$ cat config.mk
export PLATFORM = sky130hd
export DESIGN_NAME = guess_scorer_flat
export DESIGN_NICKNAME = d
export VERILOG_FILES = /design/src/rtl/mm_pkg.sv /design/src/rtl/guess_scorer_if.sv /design/src/rtl/guess_scorer_rise_detect.sv /design/src/rtl/guess_scorer.sv /design/src/flat_wrapper.sv
export SDC_FILE = /design/constraint.sdc
export NUM_CORES = 1
export LEC_CHECK = 0
export CAP_MARGIN = 20
export CORE_MARGIN = 2
export CORE_UTILIZATION = 50
export CTS_CLUSTER_DIAMETER = 120
export DETAILED_ROUTE_END_ITERATION = 8
export PLACE_DENSITY = 0.83
export SYNTH_ARGS = -nofsm -noshare
export SYNTH_HDL_FRONTEND = slang
export SYNTH_SLANG_ARGS = --single-unit
export TNS_END_PERCENT = 100
$ cat constraint.sdc
create_clock -name clk -period 2.2 [get_ports clk]
set_clock_uncertainty 0.1 [all_clocks]
set_input_delay 0.33 -clock clk [delete_from_list [all_inputs] [get_ports clk]]
set_output_delay 0.33 -clock clk [all_outputs]
set_load 0.005 [all_outputs]
$ cat src/rtl/mm_pkg.sv
// Shared definitions for the code-entry game: code geometry, symbol type,
// scorer state encoding and symbol extraction.
package mm_pkg;

  localparam int SYMBOLS = 4;
  localparam int SYM_W   = 2;
  localparam int CODE_W  = SYMBOLS * SYM_W;

  typedef logic [SYM_W-1:0]  sym_t;
  typedef logic [CODE_W-1:0] code_t;

  typedef enum logic [1:0] {
    IDLE    = 2'd0,
    EXACT   = 2'd1,
    PARTIAL = 2'd2,
    DONE    = 2'd3
  } state_t;

  // Symbol k lives in bits [k*SYM_W +: SYM_W].
  function automatic sym_t sym_at(input code_t code, input int idx);
    return code[idx*SYM_W +: SYM_W];
  endfunction

endpackage

$ cat src/rtl/guess_scorer_if.sv
// Handshake bundle between the button-entry/store stage (master) and the
// guess scorer (slave).
interface guess_scorer_if;
  import mm_pkg::*;

  logic       check;
  logic       edit;
  code_t      key;
  code_t      guess;
  logic       new_game;
  logic       busy;
  logic       score_valid;
  logic [2:0] exact;
  logic [2:0] partial;
  logic [3:0] attempts;
  logic       win;
  logic       lose;

  modport master (
    output check, edit, key, guess, new_game,
    input  busy, score_valid, exact, partial, attempts, win, lose
  );

  modport slave (
    input  check, edit, key, guess, new_game,
    output busy, score_valid, exact, partial, attempts, win, lose
  );

endinterface

$ cat src/rtl/guess_scorer_rise_detect.sv
// Registered 0->1 edge detector: rise is high in the cycle where level is 1
// and was 0 at the previous clock edge. Shared with the display stage.
module rise_detect (
  input  logic clk,
  input  logic reset,
  input  logic level,
  output logic rise
);

  logic level_d;

  always_ff @(posedge clk or negedge reset) begin
    if (!reset) level_d <= 1'b0;
    else        level_d <= level;
  end

  assign rise = level & ~level_d;

endmodule

$ cat src/rtl/guess_scorer.sv
// Sequential guess scorer: exact pass then pairwise partial pass, one result per
// accepted check rise. Optional attempt limit under macro ATTEMPT_LIMIT_EN.
module guess_scorer #(
  parameter int SYMBOLS   = mm_pkg::SYMBOLS,
  parameter int SYM_W     = mm_pkg::SYM_W,
  parameter int MAX_TRIES = 8
) (
  input  logic           clk,
  input  logic           reset,
  guess_scorer_if.slave  bus
);
  import mm_pkg::*;

  // state   | meaning
  // IDLE    | waiting for a check rise; results held
  // EXACT   | one position compared per cycle, SYMBOLS cycles
  // PARTIAL | one (guess i, key j) pair per cycle, SYMBOLS^2 cycles
  // DONE    | publish counts, bump attempts, update win/lose

  localparam logic [1:0] ST_IDLE    = IDLE;
  localparam logic [1:0] ST_EXACT   = EXACT;
  localparam logic [1:0] ST_PARTIAL = PARTIAL;
  localparam logic [1:0] ST_DONE    = DONE;

  // Index split below assumes SYMBOLS is a power of two.
  localparam int IDX_W  = $clog2(SYMBOLS);
  localparam int STEP_W = 2 * IDX_W;
  localparam logic [STEP_W-1:0] EXACT_LAST = STEP_W'(SYMBOLS - 1);
  localparam logic [STEP_W-1:0] PART_LAST  = STEP_W'(SYMBOLS * SYMBOLS - 1);
  localparam logic [2:0]        FULL       = 3'(SYMBOLS);

  logic [1:0]         state;
  logic [STEP_W-1:0]  step;
  code_t              key_q;
  code_t              guess_q;
  logic [SYMBOLS-1:0] key_used;
  logic [SYMBOLS-1:0] guess_used;
  logic [2:0]         exact_cnt;
  logic [2:0]         partial_cnt;
  logic [2:0]         exact_q;
  logic [2:0]         partial_q;
  logic               score_valid_q;
  logic [3:0]         attempts_q;
  logic [3:0]         attempts_next;
  logic               win_q;
  logic               lose_q;

  logic               check_rise;
  logic               request;
  logic [IDX_W-1:0]   p_idx;
  logic [IDX_W-1:0]   g_idx;
  logic               exact_hit;
  logic               partial_hit;

  rise_detect u_rise (
    .clk   (clk),
    .reset (reset),
    .level (bus.check),
    .rise  (check_rise)
  );

  assign request = check_rise & ~bus.edit & ~win_q & ~lose_q & (state == ST_IDLE);

  // In EXACT only the low index field moves; in PARTIAL it is the key index j.
  assign p_idx = step[IDX_W-1:0];
  assign g_idx = step[STEP_W-1:IDX_W];

  assign exact_hit   = sym_at(guess_q, int'(p_idx)) == sym_at(key_q, int'(p_idx));
  assign partial_hit = !guess_used[g_idx] && !key_used[p_idx] &&
                       (sym_at(guess_q, int'(g_idx)) == sym_at(key_q, int'(p_idx)));

  assign attempts_next = (attempts_q == 4'hF) ? 4'hF : attempts_q + 4'd1;

  always_ff @(posedge clk or negedge reset) begin
    if (!reset) begin
      state         <= ST_IDLE;
      step          <= '0;
      key_q         <= '0;
      guess_q       <= '0;
      key_used      <= '0;
      guess_used    <= '0;
      exact_cnt     <= '0;
      partial_cnt   <= '0;
      exact_q       <= '0;
      partial_q     <= '0;
      score_valid_q <= 1'b0;
      attempts_q    <= '0;
      win_q         <= 1'b0;
      lose_q        <= 1'b0;
    end else if (bus.new_game) begin
      state         <= ST_IDLE;
      step          <= '0;
      key_used      <= '0;
      guess_used    <= '0;
      exact_cnt     <= '0;
      partial_cnt   <= '0;
      exact_q       <= '0;
      partial_q     <= '0;
      score_valid_q <= 1'b0;
      attempts_q    <= '0;
      win_q         <= 1'b0;
      lose_q        <= 1'b0;
    end else begin
      score_valid_q <= 1'b0;
      case (state)
        ST_IDLE: begin
          if (request) begin
            key_q       <= bus.key;
            guess_q     <= bus.guess;
            key_used    <= '0;
            guess_used  <= '0;
            exact_cnt   <= '0;
            partial_cnt <= '0;
            step        <= '0;
            state       <= ST_EXACT;
          end
        end
        ST_EXACT: begin
          if (exact_hit) begin
            exact_cnt         <= exact_cnt + 3'd1;
            key_used[p_idx]   <= 1'b1;
            guess_used[p_idx] <= 1'b1;
          end
          if (step == EXACT_LAST) begin
            step  <= '0;
            state <= ST_PARTIAL;
          end else begin
            step  <= step + STEP_W'(1);
          end
        end
        ST_PARTIAL: begin
          if (partial_hit) begin
            partial_cnt       <= partial_cnt + 3'd1;
            key_used[p_idx]   <= 1'b1;
            guess_used[g_idx] <= 1'b1;
          end
          if (step == PART_LAST) begin
            step  <= '0;
            state <= ST_DONE;
          end else begin
            step  <= step + STEP_W'(1);
          end
        end
        ST_DONE: begin
          exact_q       <= exact_cnt;
          partial_q     <= partial_cnt;
          score_valid_q <= 1'b1;
          attempts_q    <= attempts_next;
          if (exact_cnt == FULL) win_q <= 1'b1;
`ifdef ATTEMPT_LIMIT_EN
          else if (attempts_next == 4'(MAX_TRIES)) lose_q <= 1'b1;
`endif
          state <= ST_IDLE;
        end
        default: state <= ST_IDLE;
      endcase
    end
  end

`ifndef ATTEMPT_LIMIT_EN
  logic unused_max_tries;
  assign unused_max_tries = ^(4'(MAX_TRIES));
`endif

  assign bus.busy        = (state != ST_IDLE);
  assign bus.score_valid = score_valid_q;
  assign bus.exact       = exact_q;
  assign bus.partial     = partial_q;
  assign bus.attempts    = attempts_q;
  assign bus.win         = win_q;
  assign bus.lose        = lose_q;

endmodule

$ cat src/flat_wrapper.sv
// flat-port wrapper written by rule: the top's interface ports become plain ports
module guess_scorer_flat import mm_pkg::*;
#(
  parameter int SYMBOLS   = mm_pkg::SYMBOLS,
  parameter int SYM_W     = mm_pkg::SYM_W,
  parameter int MAX_TRIES = 8
)
  (clk, reset, bus_check, bus_edit, bus_key, bus_guess, bus_new_game, bus_busy, bus_score_valid, bus_exact, bus_partial, bus_attempts, bus_win, bus_lose);
  guess_scorer_if bus_i ();
  input  logic clk;
  input  logic reset;
  input wire logic [$bits(bus_i.check)-1:0] bus_check;
  input wire logic [$bits(bus_i.edit)-1:0] bus_edit;
  input wire logic [$bits(bus_i.key)-1:0] bus_key;
  input wire logic [$bits(bus_i.guess)-1:0] bus_guess;
  input wire logic [$bits(bus_i.new_game)-1:0] bus_new_game;
  output wire logic [$bits(bus_i.busy)-1:0] bus_busy;
  output wire logic [$bits(bus_i.score_valid)-1:0] bus_score_valid;
  output wire logic [$bits(bus_i.exact)-1:0] bus_exact;
  output wire logic [$bits(bus_i.partial)-1:0] bus_partial;
  output wire logic [$bits(bus_i.attempts)-1:0] bus_attempts;
  output wire logic [$bits(bus_i.win)-1:0] bus_win;
  output wire logic [$bits(bus_i.lose)-1:0] bus_lose;
  assign bus_i.check = bus_check;
  assign bus_i.edit = bus_edit;
  assign bus_i.key = bus_key;
  assign bus_i.guess = bus_guess;
  assign bus_i.new_game = bus_new_game;
  assign bus_busy = bus_i.busy;
  assign bus_score_valid = bus_i.score_valid;
  assign bus_exact = bus_i.exact;
  assign bus_partial = bus_i.partial;
  assign bus_attempts = bus_i.attempts;
  assign bus_win = bus_i.win;
  assign bus_lose = bus_i.lose;
  guess_scorer #(.SYMBOLS(SYMBOLS), .SYM_W(SYM_W), .MAX_TRIES(MAX_TRIES)) u_core (.clk(clk), .reset(reset), .bus(bus_i));
endmodule
==> results of run 1 <==
worst max-delay path: cells and delay by family, from the launching register on:
| kind | cells | cell delay (ps) |
|---|---|---|
| AOI/OAI and AO/OA | 3 | 650 |
| xor gates and xnor gates | 1 | 180 |
| buffers and inverters | 1 | 160 |
| DFF | 1 | 450 |
| muxes | 1 | 570 |
cell type report:
cell class              instances  area (sq um)  share of cell area, %
multi-input cells             157          1428                  40.71
clock buffers                   7         86.33                  2.462
well taps                      70         87.58                  2.497
inverters                      10         37.54                  1.070
repair buffers                 72         639.4                  18.23
flip-flops and latches         49          1229                  35.03
worst max-delay path by stage:
stage,startpoint,endpoint,slack [ps],cells after the start
after floorplan,u_core.step[0]$_DFFE_PN0P_,u_core.guess_used[0]$_DFFE_PN0P_,-110,8
after global placement,bus_check,u_core.guess_q[0]$_DFFE_PN0P_,-170,5
after detailed placement,u_core.step[0]$_DFFE_PN0P_,u_core.partial_cnt[0]$_DFFE_PN0P_,-190,6
after CTS,u_core.step[0]$_DFFE_PN0P_,u_core.key_used[0]$_DFFE_PN0P_,-30,6
after global routing,u_core.step[0]$_DFFE_PN0P_,u_core.guess_used[3]$_DFFE_PN0P_,-110,5
final,u_core.step[0]$_DFFE_PN0P_,u_core.key_used[1]$_DFFE_PN0P_,-20,6
routing by layer:
metal	wire, um	GRT usage [%]	share of wire (%)	vias up
li1	-	-	-	985
met1	2461	25.00	44	972
met2	2861	33.91	51	44
met3	209	4.070	3.7	7
met4	59	5.357	1.1	0
met5	0	0	0	-
stage by stage:
stage	instance area [sq um]	hold WS [ps]
after global routing	3507	394.3
after floorplan	2695	-65.59
after CTS	3396	389.3
after global placement	3264	241.2
after detailed placement	3264	253.9
final	3507	396.0
where the power goes:
| part | switching [mW] | internal (mW) |
|---|---|---|
| sequential | 0.130 | 1.09 |
| combinational | 0.603 | 0.742 |
| clock | 0.279 | 0.250 |
| total | 1.01 | 2.08 |
placed cells by master (no fill, tap or decap), drive strengths merged, types with 2 or more instances in the layout:
master         Yosys  layout
a21oi             10      10
mux2              19      19
and3               4       4
a41oi              4       4
a21o               2       2
mux4               8       8
or2                3       3
mux2i              8       8
a211oi             7       7
and4b              2       2
nor4               2       2
clkdlybuf4s50      0      31
buf                9      39
nand4              2       2
nor2              18      18
dfrtp             49      49
o21ai             11      11
inv                9       9
nand3              3       3
nand2b             2       2
xnor2              5       5
clkbuf             7       7
a31oi              7       7
nand2              8       8
ha                13      13
or3                2       2
nor3               3       3
what timing repair did:
item,in CTS,in global routing
pin swaps,3,5
buffers inserted,2,4
endpoints found under the setup margin,13,19
endpoints found under the hold margin,49,0
resized for setup,6,23
hold buffers,1,0
sequential cells by signal, indices dropped and copies added, names as in the netlist, 3 cells and up:
name,flops
u_core.exact_cnt,3
u_core.partial_cnt,3
u_core.guess_q,8
u_core.step,4
u_core.guess_used,4
u_core.key_used,4
u_core.bus.exact,3
u_core.bus.attempts,4
u_core.key_q,8
u_core.bus.partial,3
cell families after synthesis:
group,count (synthesis),synth area share (%)
DFF,49,45.54
xor gates and xnor gates,5,1.905
other,1,0.1393
muxes,35,18.03
adders and majority gates,13,6.041
buffers and inverters,26,4.972
AOI/OAI and AO/OA,48,12.31
and+or+nand+nor,55,11.06
==> summary.txt, run 1 <==
Setup path
  – WP data required: 2280 ps
  – Reg2reg path depth: 6
  – CP max FO: 6
  – Slowest cell on crit path: mux4_2
  – Worst setup SP type: register
  – R2r setup slk: -20 ps
  – Cells along the critical path: mux4_2 > xnor2_2 > a311o_1 > buf_6 > a41oi_2 > a21oi_1
  – Launching point of the worst reg2reg path: u_core.step[0]$_DFFE_PN0P_
  – Critical path class: reg -> reg
  – CP peak stage delay: 570 ps
  – Reg-to-Reg End: u_core.key_used[1]$_DFFE_PN0P_
  – Worst EP arrival: 2300 ps
  – Crit end category: register

Cells and area
  – Final Non-Filler Cells: 365
  – Final Core Density: 68.23%
  – Syn-to-layout area delta: 30.25%
  – Number of diodes: 0
  – Layout cells sized above 1: 35.25%
  – # fillers: 392
  – Layout net count: 329

Routing
  – Final WL: 5593 um
  – Initial DRC Count: 135
  – Routed WL per cell: 15.32 um
  – First drt pass iteration count: 4
  – Vias: 2008
  – Vias per cell: 5.501
  – Antenna Nets Post-Route: 0
  – DRC: 0

Status
  – Outcome: complete, but fails checks
  – Failing checks: negative setup slack

Clocking
  – Clock root buffer: clkbuf_8
  – CTS Buf Count: 5
  – Clk_lat worst skew: 300 ps
  – CTS tree: done
  – CTS H-Tree Depth: 2
  – Clock sink count: 49
  – Longest Clk Path Bufs: 2
  – Clk slew on worst S/H paths: 90 ps

Synthesis
  – Post-Syn Nets: 266
  – Mapped Cells: 232
  – Cell variety after synth: 49
  – Largest area contributor in the netlist: dfrtp_1
  – EDFF count, synth: 0
  – Most instantiated library cell after synthesis: dfrtp_1
  – Top FF cell, synth: dfrtp_1
  – Netlist Area Pre-Place: 0.002693 sq mm
  – Share of flip-flops with an asynchronous set or reset: 100.0%
  – Synth area leaders: dfrtp_1 (46%), mux2_2 (7.9%), ha_1 (6.0%)
  – Synth Register Bits: 49
  – Post-synthesis sequential area ratio: 45.54%
  – Syn Area/Cell: 11.61 sq um
  – Ys Warns: 0
  – Top post-synthesis cells by count: dfrtp_1 (49), mux2_2 (19), nor2_1 (18)
  – Share of the synthesized area in the top cell type: 45.54%

Timing
  – RSZ-0062 raised after global routing: yes
  – Final Worst Setup Slack: -19.54 ps
  – Endpoints failing setup: 8
  – Setup_tns: -82.38 ps
  – Pins Over Slew Limit: 0
  – Minimum clock period: 2220 ps
  – Final Hold Viols: 0
  – Tcrit/Tclk final: 100.9%
  – Fmax: 450.5 MHz

Die
  – Die area: 0.005988 sq mm
  – Core area: 0.005140 sq mm
  – I/O pin cnt: 35
  – Die span in x: 77.39 um
  – Die Ht: 77.39 um
  – Core Rows: 26
  – Initial Util: 52.39%

Min path
  – Min-Delay Startpoint: bus_check
  – Hold path depth: 1
  – Hold EP: u_core.u_rise.level_d$_DFF_PN0_
  – Min-delay worst type: in -> reg

Global route
  – Overflow after GRT: 0
  – Largest net degree at the start of global routing: 26
  – First-pass GRT wire length: 9197 um
  – GRT Total Usage: 19.58%
  – Initial antenna violation count: 0
  – Vias in the first global route: 1976

Placement
  – Inst Count DP: 351
  – Post-DP HPWL: 4137 um
  – Dpl ws: -191.4 ps
  – Routability cong.: 0.8224
  – PortBufs: 33

Job
  – Max-cap violations: 0

Power
  – Worst VDD drop: 552.7 uV
  – Pwr dens: 881.4 mW/mm^2
  – Lkg Pwr: 1.517 nW
  – Final Power: 3.091 mW
No activity file was read; power rests on OpenSTA's default activity.
==> run 2: changes to the inputs <==
--- a/config.mk
+++ b/config.mk
@@ -11,6 +11,8 @@
 export CTS_CLUSTER_DIAMETER = 120
 export DETAILED_ROUTE_END_ITERATION = 8
 export PLACE_DENSITY = 0.83
+export RECOVER_POWER = 50
+export SLEW_MARGIN = 10
 export SYNTH_ARGS = -nofsm -noshare
 export SYNTH_HDL_FRONTEND = slang
 export SYNTH_SLANG_ARGS = --single-unit
==> run 2 against run 1 <==
- the run still ends with negative setup slack left
- design area shrank 0.21%
- critical path depth unchanged
- sequential share of layout area up 0.075 points
- first-iteration DRC count up 3.0%
- register-to-register slack barely moved
- largest cell class unchanged
- non-clock buffer count unchanged
- critical endpoint unchanged
==> summary.txt, run 2 (synthesized netlist as in run 1, its figures left out) <==
Timing
  – RSZ-0062 raised after global routing: yes
  – Minimum clock period: 2220 ps (unchanged)
  – Endpoints failing setup: 8 (unchanged)
  – Tcrit/Tclk final: 100.9% (unchanged)
  – Fmax: 450.5 MHz (unchanged)
  – Worst Tran Pin Value: 1310 ps
  – Final Worst Setup Slack: -19.54 ps (unchanged)
  – Slew margin rel.: 12.66%
  – Final Hold Viols: 0 (unchanged)
  – Pins Over Slew Limit: 0 (unchanged)
  – Worst hold slack: 408.8 ps (+12.81 ps)

Placement
  – PortBufs: 33 (unchanged)
  – Post-DP HPWL: 4137 um (unchanged)
  – Placement Cell Area: 0.003264 sq mm (unchanged)
  – Inst Count DP: 351 (unchanged)
  – Routability cong.: 0.8224 (unchanged)

Job
  – Max-cap violations: 0 (unchanged)

Routing
  – Routed WL per cell: 15.32 um (about the same)
  – Final WL: 5591 um (about the same)
  – Vias: 2008 (unchanged)
  – Initial DRC Count: 139 (+3.0%)
  – Antenna Nets Post-Route: 0 (unchanged)
  – First drt pass iteration count: 4 (unchanged)
  – Vias per cell: 5.501 (unchanged)
  – DRC: 0 (unchanged)

Clocking
  – Clk slew on worst S/H paths: 90 ps (about the same)
  – CTS H-Tree Depth: 2 (unchanged)
  – Clock root buffer: clkbuf_8
  – CTS tree: done
  – Longest Clk Path Bufs: 2 (unchanged)
  – CTS Buf Count: 5 (unchanged)
  – Clock sink count: 49 (unchanged)
  – Clk_lat worst skew: 300 ps (about the same)

Power
  – Logic pwr share: 43.5% (about the same)
  – NetSw: 1.013 mW (about the same)
  – Sw Share: 32.78% (about the same)
  – Worst VDD drop: 552.6 uV (about the same)
  – Pwr dens: 882.7 mW/mm^2 (+0.15%)
  – Lkg Pwr: 1.511 nW (-0.45%)
  – Clk pwr share: 17.1% (about the same)
  – Final Power: 3.089 mW (about the same)
  – Internal: 2.076 mW (-0.10%)
  – Sequential Power Share: 39.4% (about the same)

Cells and area
  – Commonest non-fill, non-tap cell in the layout: dfrtp_1
  – Layout net count: 329 (unchanged)
  – Final Non-Filler Cells: 365 (unchanged)
  – Register area: 0.001229 sq mm (unchanged)
  – Syn-to-layout area delta: 29.97%
  – Most frequent cells in the layout: dfrtp_1 (47), buf_4 (34), clkdlybuf4s50_1 (30)
  – # fillers: 394 (+0.51%)
  – Top Registers: u_core.guess_q (8), u_core.key_q (8)
  – Area of the multi-input gates: 0.001428 sq mm (unchanged)
  – Layout cells sized above 1: 34.58% (-0.68 points)
  – Number of diodes: 0 (unchanged)
  – Design Area, Final: 0.003500 sq mm (-0.21%)

Setup path
  – Slowest cell on crit path: mux4_2
  – CP max FO: 6 (unchanged)
  – CP peak stage delay: 570 ps (about the same)
  – Worst setup SP type: register
  – WP buf/inv: 1 (unchanged)
  – R2r setup slk: -20 ps (about the same)
  – Worst EP arrival: 2300 ps (about the same)
  – Family with the most delay on the worst path: compound AO/OA/AOI/OAI gates
  – Crit end category: register
  – Reg2reg path depth: 6 (unchanged)
  – Launching point of the worst reg2reg path: u_core.step[0]$_DFFE_PN0P_
  – Critical path class: reg -> reg
  – Reg-to-Reg End: u_core.key_used[1]$_DFFE_PN0P_
  – WP data required: 2280 ps (about the same)
  – Cells along the critical path: mux4_2 > xnor2_2 > a311o_1 > buf_6 > a41oi_2 > a21oi_1

Global route
  – Largest net degree at the start of global routing: 26 (unchanged)
  – Initial antenna violation count: 0 (unchanged)
  – First-pass GRT wire length: 9197 um (unchanged)
  – Vias in the first global route: 1976 (unchanged)
  – Overflow after GRT: 0 (unchanged)
  – GRT Total Usage: 19.58% (unchanged)

Die
  – Die Ht: 77.39 um (unchanged)
  – Core area: 0.005140 sq mm (unchanged)
  – Initial Util: 52.39% (unchanged)
  – Die area: 0.005988 sq mm (unchanged)
  – Die span in x: 77.39 um (unchanged)
  – Core Rows: 26 (unchanged)
  – I/O pin cnt: 35 (unchanged)

Status
  – Outcome: complete, but fails checks
  – Failing checks: negative setup slack

Min path
  – Hold EP: u_core.key_q[2]$_DFFE_PN0P_
  – Min-delay worst type: reg -> reg
  – Min-Delay Startpoint: u_core.key_q[2]$_DFFE_PN0P_
  – Hold path depth: 1 (unchanged)
run 2: changes by cell type in the layout (fill, tap and decap cells not counted), sizes merged:
cell / before / now
buf: 39 / 36
clkbuf: 7 / 10
clkdlybuf4s50: 31 / 30
dlygate4sd3: 1 / 2
run 2: metrics by stage:
step / utilization (%) / setup slack, ps / TNS (ps)
after global placement: 63.51 / -173.8 / -4482
after detailed placement: 63.51 / -191.4 / -5059
final: 68.09 / -19.54 / -82.38
after floorplan: - / -111.1 / -656.7
after global routing: 68.09 / -107.3 / -941.7
after CTS: 66.07 / -26.51 / -65.37
run 2: timing repair:
action,in CTS,in global routing
hold buffers,1,0
hold endpoints to repair,49,0
buffers inserted,2,4
pin swaps,3,5
gates resized for setup,6,23
setup endpoints to repair,13,19
run 2: area by class of cell:
type,instances,area share [%]
clock buffers,7,2.467
multi-input cells,157,40.79
inverters,10,1.073
well taps,70,2.503
repair buffers,72,18.06
flip-flops and latches,49,35.11
run 2: layer usage:
metal / GRT usage, % / vias up / part of all wire [%]
met1: 25.00 / 972 / 44
met4: 5.357 / 0 / 1.1
li1: - / 985 / -
met2: 33.91 / 44 / 51
met5: 0 / - / 0
met3: 4.070 / 7 / 3.7
run 2: how the worst max path moves through the flow:
stage	from	end	slack, ps	depth (start not counted)
floorplan	u_core.step[0]$_DFFE_PN0P_	u_core.guess_used[0]$_DFFE_PN0P_	-110	8
CTS	u_core.step[0]$_DFFE_PN0P_	u_core.key_used[0]$_DFFE_PN0P_	-30	6
global route	u_core.step[0]$_DFFE_PN0P_	u_core.guess_used[3]$_DFFE_PN0P_	-110	5
finish	u_core.step[0]$_DFFE_PN0P_	u_core.key_used[1]$_DFFE_PN0P_	-20	6
global placement	bus_check	u_core.guess_q[0]$_DFFE_PN0P_	-170	5
detailed placement	u_core.step[0]$_DFFE_PN0P_	u_core.partial_cnt[0]$_DFFE_PN0P_	-190	6
run 2: power groups by stage:
stage	clock network, mW	registers [mW]	logic (mW)
floorplan	0	1.18	0.814
global placement	0	1.22	1.14
detailed placement	0	1.23	1.17
CTS	0.545	1.21	1.22
global route	0.583	1.24	1.44
finish	0.529	1.22	1.34
